$ cat src/rtl/gcd_driver_if.sv
// Bundles the request, engine and result signals of the GCD driver.
// Both op_* and res_* ports use valid/ready: a transfer happens on a rising edge where valid and ready are both high; once raised, valid and its payload hold until that edge.
interface gcd_driver_if #(
  parameter int WIDTH = 32
);
  logic             op_valid;
  logic             op_ready;
  logic [WIDTH-1:0] op_a;
  logic [WIDTH-1:0] op_b;
  logic [WIDTH-1:0] gcd_a;
  logic [WIDTH-1:0] gcd_b;
  logic             gcd_start;
  logic [WIDTH-1:0] gcd_result;
  logic             gcd_done;
  logic             res_valid;
  logic             res_ready;
  logic [WIDTH-1:0] res_data;
  logic             res_err;

  modport slave (
    input  op_valid, op_a, op_b, gcd_result, gcd_done, res_ready,
    output op_ready, gcd_a, gcd_b, gcd_start, res_valid, res_data, res_err
  );

  modport master (
    output op_valid, op_a, op_b, gcd_result, gcd_done, res_ready,
    input  op_ready, gcd_a, gcd_b, gcd_start, res_valid, res_data, res_err
  );
endinterface

$ cat src/rtl/gcd_driver.sv
// Request-side controller for the GCD engine: launches operand pairs, waits for done or timeout,
// and answers zero-operand requests locally since the engine would never terminate on them.
module gcd_driver #(
  parameter int WIDTH   = 32,
  parameter int TIMEOUT = 1024
) (
  input  logic         clk,
  input  logic         reset,
  gcd_driver_if.slave  bus,
  output logic         busy,
  output logic [1:0]   state
);
  typedef enum logic [1:0] {
    IDLE  = 2'd0,
    ISSUE = 2'd1,
    WAIT  = 2'd2,
    RESP  = 2'd3
  } state_t;

  localparam int CW = $clog2(TIMEOUT + 1);
  localparam logic [CW-1:0] LAST = CW'(TIMEOUT - 1);

  state_t        cur;
  state_t        nxt;
  logic [CW-1:0] count;
  logic          accept;
  logic          op_zero;
  logic          expired;

  assign accept  = (cur == IDLE) && bus.op_valid;
  assign op_zero = (bus.op_a == {WIDTH{1'b0}}) || (bus.op_b == {WIDTH{1'b0}});
  assign expired = (count == LAST);

  always_ff @(posedge clk) begin
    if (reset) cur <= IDLE;
    else       cur <= nxt;
  end

  // gcd_done only matters in WAIT; a pulse arriving in ISSUE may belong to an older run.
  always_comb begin
    nxt = cur;
    case (cur)
      IDLE:    if (accept) nxt = op_zero ? RESP : ISSUE;
      ISSUE:   nxt = WAIT;
      WAIT:    if (bus.gcd_done || expired) nxt = RESP;
      RESP:    if (bus.res_ready) nxt = IDLE;
      default: nxt = IDLE;
    endcase
  end

  always_comb begin
    bus.op_ready = (cur == IDLE);
    busy         = (cur != IDLE);
    state        = cur;
  end

  always_ff @(posedge clk) begin
    if (reset) begin
      bus.gcd_start <= 1'b0;
      bus.res_valid <= 1'b0;
      bus.res_err   <= 1'b0;
      bus.res_data  <= '0;
      bus.gcd_a     <= '0;
      bus.gcd_b     <= '0;
      count         <= '0;
    end else begin
      bus.gcd_start <= (nxt == ISSUE);
      bus.res_valid <= (nxt == RESP);
      case (cur)
        IDLE: begin
          if (accept) begin
            if (op_zero) begin
              // gcd(x,0) = x and gcd(0,0) = 0 both reduce to an OR.
              bus.res_data <= bus.op_a | bus.op_b;
              bus.res_err  <= 1'b0;
            end else begin
              bus.gcd_a <= bus.op_a;
              bus.gcd_b <= bus.op_b;
            end
          end
        end
        ISSUE: count <= '0;
        WAIT: begin
          if (bus.gcd_done) begin
            bus.res_data <= bus.gcd_result;
            bus.res_err  <= 1'b0;
          end else if (expired) begin
            bus.res_data <= '0;
            bus.res_err  <= 1'b1;
          end else begin
            count <= count + 1'b1;
          end
        end
        default: ;
      endcase
    end
  end
endmodule

$ cat src/flat_wrapper.sv
// flat-port wrapper written by rule: the top's interface ports become plain ports
module gcd_driver_flat 
#(
  parameter int WIDTH   = 32,
  parameter int TIMEOUT = 1024
)
  (clk, reset, busy, state, bus_op_valid, bus_op_a, bus_op_b, bus_gcd_result, bus_gcd_done, bus_res_ready, bus_op_ready, bus_gcd_a, bus_gcd_b, bus_gcd_start, bus_res_valid, bus_res_data, bus_res_err);
  gcd_driver_if #(.WIDTH(WIDTH)) bus_i ();
  input  logic clk;
  input  logic reset;
  output logic busy;
  output logic [1:0] state;
  input wire logic [$bits(bus_i.op_valid)-1:0] bus_op_valid;
  input wire logic [$bits(bus_i.op_a)-1:0] bus_op_a;
  input wire logic [$bits(bus_i.op_b)-1:0] bus_op_b;
  input wire logic [$bits(bus_i.gcd_result)-1:0] bus_gcd_result;
  input wire logic [$bits(bus_i.gcd_done)-1:0] bus_gcd_done;
  input wire logic [$bits(bus_i.res_ready)-1:0] bus_res_ready;
  output wire logic [$bits(bus_i.op_ready)-1:0] bus_op_ready;
  output wire logic [$bits(bus_i.gcd_a)-1:0] bus_gcd_a;
  output wire logic [$bits(bus_i.gcd_b)-1:0] bus_gcd_b;
  output wire logic [$bits(bus_i.gcd_start)-1:0] bus_gcd_start;
  output wire logic [$bits(bus_i.res_valid)-1:0] bus_res_valid;
  output wire logic [$bits(bus_i.res_data)-1:0] bus_res_data;
  output wire logic [$bits(bus_i.res_err)-1:0] bus_res_err;
  assign bus_i.op_valid = bus_op_valid;
  assign bus_i.op_a = bus_op_a;
  assign bus_i.op_b = bus_op_b;
  assign bus_i.gcd_result = bus_gcd_result;
  assign bus_i.gcd_done = bus_gcd_done;
  assign bus_i.res_ready = bus_res_ready;
  assign bus_op_ready = bus_i.op_ready;
  assign bus_gcd_a = bus_i.gcd_a;
  assign bus_gcd_b = bus_i.gcd_b;
  assign bus_gcd_start = bus_i.gcd_start;
  assign bus_res_valid = bus_i.res_valid;
  assign bus_res_data = bus_i.res_data;
  assign bus_res_err = bus_i.res_err;
  gcd_driver #(.WIDTH(WIDTH), .TIMEOUT(TIMEOUT)) u_core (.clk(clk), .reset(reset), .bus(bus_i), .busy(busy), .state(state));
endmodule
$ cat config.mk
export PLATFORM = sky130hd
export DESIGN_NAME = gcd_driver_flat
export DESIGN_NICKNAME = d
export VERILOG_FILES = /design/src/rtl/gcd_driver_if.sv /design/src/rtl/gcd_driver.sv /design/src/flat_wrapper.sv
export SDC_FILE = /design/constraint.sdc
export NUM_CORES = 1
export LEC_CHECK = 0
export ABC_AREA = 0
export CAP_MARGIN = 20
export CORE_MARGIN = 2
export CORE_UTILIZATION = 49
export CTS_CLUSTER_SIZE = 24
export DETAILED_ROUTE_END_ITERATION = 12
export HOLD_SLACK_MARGIN = 0.08
export PLACE_DENSITY = 0.86
export REMOVE_ABC_BUFFERS = 1
export SKIP_LAST_GASP = 1
export SLEW_MARGIN = 0
export SYNTH_ARGS = -nofsm -noshare
export SYNTH_HDL_FRONTEND = slang
export SYNTH_SLANG_ARGS = --single-unit
$ cat constraint.sdc
create_clock -name clk -period 2.6 [get_ports clk]
set_input_delay 0.39 -clock clk [delete_from_list [all_inputs] [get_ports clk]]
set_output_delay 0.39 -clock clk [all_outputs]
set_load 0.1 [all_outputs]
==> impl_metrics.tcl, run 1 <==
set metrics [dict create \
    status "finished, final reports clean" \
    ys_top_cells_by_area "dfxtp_1 39%, mux2i_1 11%, nand2_1 8.9%" \
    die_x_microns 112 \
    grt_max_degree 68 \
    yosysTopAreaCellShare_pct 39.2 \
    worstSetupEndpoint "u_core.bus.gcd_a[29]" \
    r2r_slack_ps 520 \
    p_switching_uw 2230 \
    min_period_over_period_pct 84.8 \
    dpl_worst_slack_ps 46.5 \
    cts_tree "yes" \
    dr.pass1.iters 5 \
    drt-total-wl_microns 18200 \
    post_cts_buffers 0 \
    grt_pass1_wl_microns 28800 \
    yosysUniqueCellTypes 45 \
    antenna_found_initial 0 \
    post-route-util_pct 69.4 \
    drive_gt1_share_pct 19.5 \
    die_area_sq_um 12600 \
    ctsHoldBuffers 0 \
    dpl.hpwl_microns 12900 \
    ys_seq_elements 112 \
    p_leak_uw 0.00310 \
    synth_area_sq_um 5720 \
    synth_area_leader_cell "dfxtp_1" \
    cp.required_ps 2870 \
    path_depth 8 \
    finalSetupViolCount 0 \
    gp_congestion 0.886 \
    rsz0062_at_grt "false" \
    arrival_ps 2480 \
    clkPwrFrac_pct 24.4 \
    core_area_sq_um 11400 \
    hold_class "flip-flop to flip-flop" \
    io_pins 204 \
    cp_slowest_cell "nor4_1" \
    wl_per_cell_microns 18.7 \
    vias 5871 \
    final_cell_mix "136 x nand2_1, 119 x buf_4, 112 x dfxtp_1, 100 x clkdlybuf4s50_1, 64 x mux2i_1" \
    dp_cells 957 \
    endpoint_kind "flip-flop" \
    syn_inst 652 \
    worst_slew_pin_slew_ps 516 \
    grt.overflow.total 0 \
    worstSetupStartpointType "input pin" \
    synth_edf_count 0 \
    clock_skew_ps 6.71 \
    n_antenna_cell 0 \
    synthArstFlopShare_pct 0 \
    syn2layout_area_growth_pct 38.4 \
    clk_path_buf_depth 2 \
    seq_area_frac_synth_pct 39.2 \
    num_rows 39 \
    cp-startpoint "bus_op_a[24]" \
    netSwitchingFraction_pct 42.3 \
    path_buf_inv 3 \
    grt_pass1_vias 5714 \
    clock-sinks 112 \
    p_int_uw 3040 \
    ctsResizeCount 0 \
    numCtsBuffers 9 \
    fin_cells 972 \
    hold_viol 0 \
    critical_path_class "input pin to flip-flop" \
    timing.hold.ws_ps 457 \
    ctsHtreeMaxLevel 3 \
    initial_core_util_pct 50.1 \
    drc 0 \
    max_stage_delay_ps 470 \
    clock_latency_ps 350 \
    cp_max_fo 23 \
    ant_nets 0 \
    yosysWarnings 0 \
    port_buffers 203 \
    final_common_cell "nand2_1" \
    peakVddDrop_v 0.000406 \
    synthFlopType "dfxtp_1" \
    max_freq_ghz 0.453 \
    slew_viol_final 0 \
    min_period_ps 2210 \
    cts_root_buf "clkbuf_16" \
    regToRegEndpoint "u_core.bus.res_data[3]" \
    grt_use_total_pct 28.0 \
    pwr-share-seq_pct 37.2 \
    syn_avg_cell_area_sq_um 8.78 \
    first_iter_violations 468 \
    critical-path-top-delay-family "buffers and inverters" \
    reg2reg_depth 7 \
    die_height_microns 112 \
    maxSlewHeadroom_pct 65.3 \
    fin_nets 927 \
    cp_cell_sequence "clkdlybuf4s50_1 > nor4_1 > buf_4 > nand4_1 > o22a_2 > nor2b_4 > buf_12 > mux2i_1" \
    worst_slack_ps 395 \
    cap_violations 0 \
    regToRegStartpoint "u_core.count[0]" \
    clk_transition_reported_paths_ps 70 \
    vias_per_cell 6.04 \
    combPwrFrac_pct 38.4 \
    powerDensity_nw_per_um2 665 \
]
==> state kept, by name (all words and copies together) (netlist names) <==
signal,flops
u_core.bus.res_data,32
u_core.state,2
u_core.bus.res_err,1
u_core.bus.gcd_a,32
u_core.bus.res_valid,1
u_core.count,11
u_core.bus.gcd_b,32
u_core.bus.gcd_start,1
==> synthesized netlist by cell type (2+ instances only) <==
library cell    n
buf_4           2
a41oi_2         6
dfxtp_1       112
o21ai_1         2
a41oi_1        26
buf_1           5
nand4_1        39
buf_8           7
buf_2           9
mux2i_1        64
xnor2_1         5
xor2_1          3
clkbuf_1       43
and4_1         33
nand2_1       136
nand3_1         2
a211oi_1        3
o211ai_1       32
inv_1           2
nor2_1         44
a2111oi_2       2
nor4_1         16
nor2b_1         4
or4_1          32
nand2b_1        3
==> logic make-up after synthesis <==
group,Yosys count,synth area share (%)
simple gates,318,29.5
flops,112,39.2
fa+ha+maj,1,0.219
xor+xnor,8,1.22
buf+inv,70,6.43
compound gates,78,12.0
mux,65,11.4
==> metal layers <==
metal / GRT usage, % / wire (microns) / vias up
li1: - / - / 2765
met2: 47.9 / 8880 / 285
met4: 10.2 / 410 / 0
met1: 34.5 / 7230 / 2784
met3: 6.75 / 1660 / 37
met5: 0 / 0 / -
==> tightest hold or removal path, cell delays in order (launching register included) <==
cell     delay, ps
dfxtp_1        310
nand2_1         50
mux2i_1         50
==> how the worst min path moves through the flow <==
stage                               startpoint                    to  slack (ps)  cells past startpoint
after floorplan                          reset       u_core.count[0]         460                      1
after global placement    u_core.bus.gcd_b[30]  u_core.bus.gcd_b[30]         440                      2
after detailed placement  u_core.bus.gcd_a[23]  u_core.bus.gcd_a[23]         450                      2
after CTS                 u_core.bus.gcd_b[14]  u_core.bus.gcd_b[14]         460                      2
after global routing      u_core.bus.gcd_a[23]  u_core.bus.gcd_a[23]         480                      2
final                     u_core.bus.gcd_b[14]  u_core.bus.gcd_b[14]         460                      2
==> per-stage QoR <==
step	instance area [sq um]	total power, uW	setup TNS, ps
2_1_floorplan	5370	3380	-169310
3_3_place_gp	7660	3980	0
3_5_place_dp	7660	4010	0
4_1_cts	7920	5270	0
5_1_grt	7920	5430	0
6_report	7920	5270	0
==> layout make-up <==
class	count	area, sq um
clock buffers	10	229
flip-flops and latches	112	2240
fillers	914	3490
well taps	143	179
clock inverters	5	33.8
inverters	3	16.3
multi-input cells	470	3130
repair buffers	229	2090
==> power groups by stage <==
stage               Sequential, uW  Combinational, uW  Clock, uW
floorplan                     2980                407          0
finish                        1960               2020       1290
CTS                           1960               2020       1290
global route                  1980               2090       1360
global placement              1990               1990          0
detailed placement            1990               2020          0
(Power assumes the default switching activity.)
==> run 2, diff against run 1 <==
CORE_UTILIZATION = 45   (was 49)
PLACE_DENSITY = 0.8   (was 0.86)
clock period = 2.2 ns   (was 2.6 ns; I/O delays follow)
==> run 2 against run 1 <==
Sequential power increased by 18%. Critical path depth unchanged. Sequential share of layout area decreased by 1.8 points. Total power increased by 23%. Cell count increased by 9.2%. Clock skew about the same. Largest cell class unchanged. Largest power group unchanged.
==> impl_metrics.tcl, run 2 (synthesized netlist as in run 1, its figures left out) <==
set metrics [dict create \
    vias_per_cell 5.67 \
    core_area_sq_um 12500 \
    path_buf_inv 3 \
    max_stage_delay_ps 430 \
    numCtsBuffers 9 \
    post_cts_buffers 0 \
    p_leak_uw 0.00342 \
    clk_transition_reported_paths_ps 70 \
    vias 6015 \
    grt_use_total_pct 27.0 \
    clk_path_buf_depth 2 \
    grt.overflow.total 0 \
    seq_area_sq_um 2240 \
    die_x_microns 117 \
    num_rows 41 \
    cp.required_ps 2470 \
    fin_nets 986 \
    peakVddDrop_v 0.000440 \
    dpl.hpwl_microns 13500 \
    rsz0062_at_grt "false" \
    worstSetupStartpointType "input pin" \
    worst_slew_pin_slew_ps 477 \
    fin_cells 1061 \
    clock_skew_ps 6.36 \
    dr.pass1.iters 5 \
    hold_class "flip-flop to flip-flop" \
    cap_violations 0 \
    arrival_ps 2410 \
    drive_gt1_share_pct 25.0 \
    timing.hold.ws_ps 459 \
    grt_max_degree 68 \
    min_period_over_period_pct 96.9 \
    timing.setup.tns_ps 0 \
    cts_tree "yes" \
    cp_max_fo 33 \
    syn2layout_area_growth_pct 48.1 \
    clock_latency_ps 360 \
    max_freq_ghz 0.469 \
    hold_viol 0 \
    final_cell_mix "176 x buf_4, 136 x nand2_1, 111 x dfxtp_1, 100 x clkdlybuf4s50_1, 64 x mux2i_1" \
    n_antenna_cell 0 \
    ctsHtreeMaxLevel 3 \
    final_common_cell "buf_4" \
    io_pins 204 \
    die_area_sq_um 13600 \
    drc 0 \
    wl_per_cell_microns 17.6 \
    antenna_found_initial 0 \
    port_buffers 203 \
    gp_congestion 0.840 \
    die_height_microns 117 \
    critical_path_class "input pin to flip-flop" \
    ant_nets 0 \
    initial_core_util_pct 45.7 \
    drt-total-wl_microns 18600 \
    endpoint_kind "flip-flop" \
    post-route-util_pct 67.7 \
    powerDensity_nw_per_um2 768 \
    cp_cell_sequence "clkdlybuf4s50_1 > nor4_1 > buf_4 > nand4_1 > o22a_2 > buf_12 > nand2b_1 > a211oi_1" \
    finalSetupViolCount 0 \
    grt_pass1_vias 5745 \
    min_period_ps 2130 \
    nFillCells 1001 \
    slew_viol_final 0 \
    cp_slowest_cell "clkdlybuf4s50_1" \
    dp_cells 1045 \
    cts_root_buf "clkbuf_16" \
    first_iter_violations 355 \
    total_power_uw 6510 \
    largest_registers "u_core.bus.gcd_a: 32 flops, u_core.bus.gcd_b: 32 flops, u_core.bus.res_data: 32 flops" \
    clock-sinks 112 \
    status "finished, final reports clean" \
    maxSlewHeadroom_pct 68.2 \
    multi_input_area_sq_um 3140 \
    critical-path-top-delay-family "buffers and inverters" \
    grt_pass1_wl_microns 28900 \
]
[run 2: cell count changes in the layout (fill, tap and decap cells not counted)]
cell        before  now
buf_4          119  176
buf_12          10   12
clkbuf_8         0    2
clkinvlp_4       2    0
bufinv_16        0    1
clkbuf_1         1    2
dfxtp_1        112  111
dfxtp_2          0    1
inv_6            2    1
nor4_2           1    0
nor4_4           0    1
[run 2: cell type report]
cell class / instances / share of cell area (%)
Multi-Input combinational cell: 470 / 37.0
Clock inverter: 3 / 0.472
Tap cell: 172 / 2.54
Timing Repair Buffer: 288 / 30.2
Clock buffer: 13 / 3.07
Inverter: 3 / 0.192
Sequential cell: 112 / 26.5
[run 2: metal layers]
metal | GRT usage (%) | vias to the layer above | wire length [microns]
met5 | 0 | - | 0
met4 | 10.8 | 0 | 512
met3 | 8.44 | 46 | 1680
met2 | 42.9 | 267 | 8650
met1 | 34.2 | 2795 | 7790
li1 | - | 2907 | -
[run 2: power by group]
part | total, uW | internal (uW) | switching (uW)
Combinational | 2480 | 709 | 1780
Sequential | 2320 | 2190 | 123
Clock | 1710 | 944 | 764
Total | 6510 | 3850 | 2660
[run 2: repair_timing]
action | CTS | global route
hold buffers | 0 | 0
setup endpoints to repair | 0 | 2
gates resized for setup | 0 | 2
[run 2: path summary, 6_finish.rpt]
kind                            depth (start not counted)                 endpoint           startpoint  slack, ps
worst max-delay path                                    8          u_core.state[1]         bus_op_a[24]         70
worst min-delay path                                    2      u_core.bus.gcd_b[9]  u_core.bus.gcd_b[9]        460
worst max register to register                          7  u_core.bus.res_data[24]      u_core.count[1]        190
worst min register to register                          2      u_core.bus.gcd_b[9]  u_core.bus.gcd_b[9]        460
[run 2: tightest hold or removal path, delay by kind of cell, from the launching register on]
family           cells  cell delay, ps
flip-flops           1             310
AND/OR/NAND/NOR      1              50
multiplexers         1              50
[run 2: metrics by stage]
| step | worst slack [ps] | area (sq um) |
|---|---|---|
| finish | 67.3 | 8480 |
| global route | 5.91 | 8480 |
| CTS | 61.7 | 8470 |
| detailed placement | -292 | 8170 |
| global placement | -240 | 8170 |
| floorplan | -2230 | 5370 |
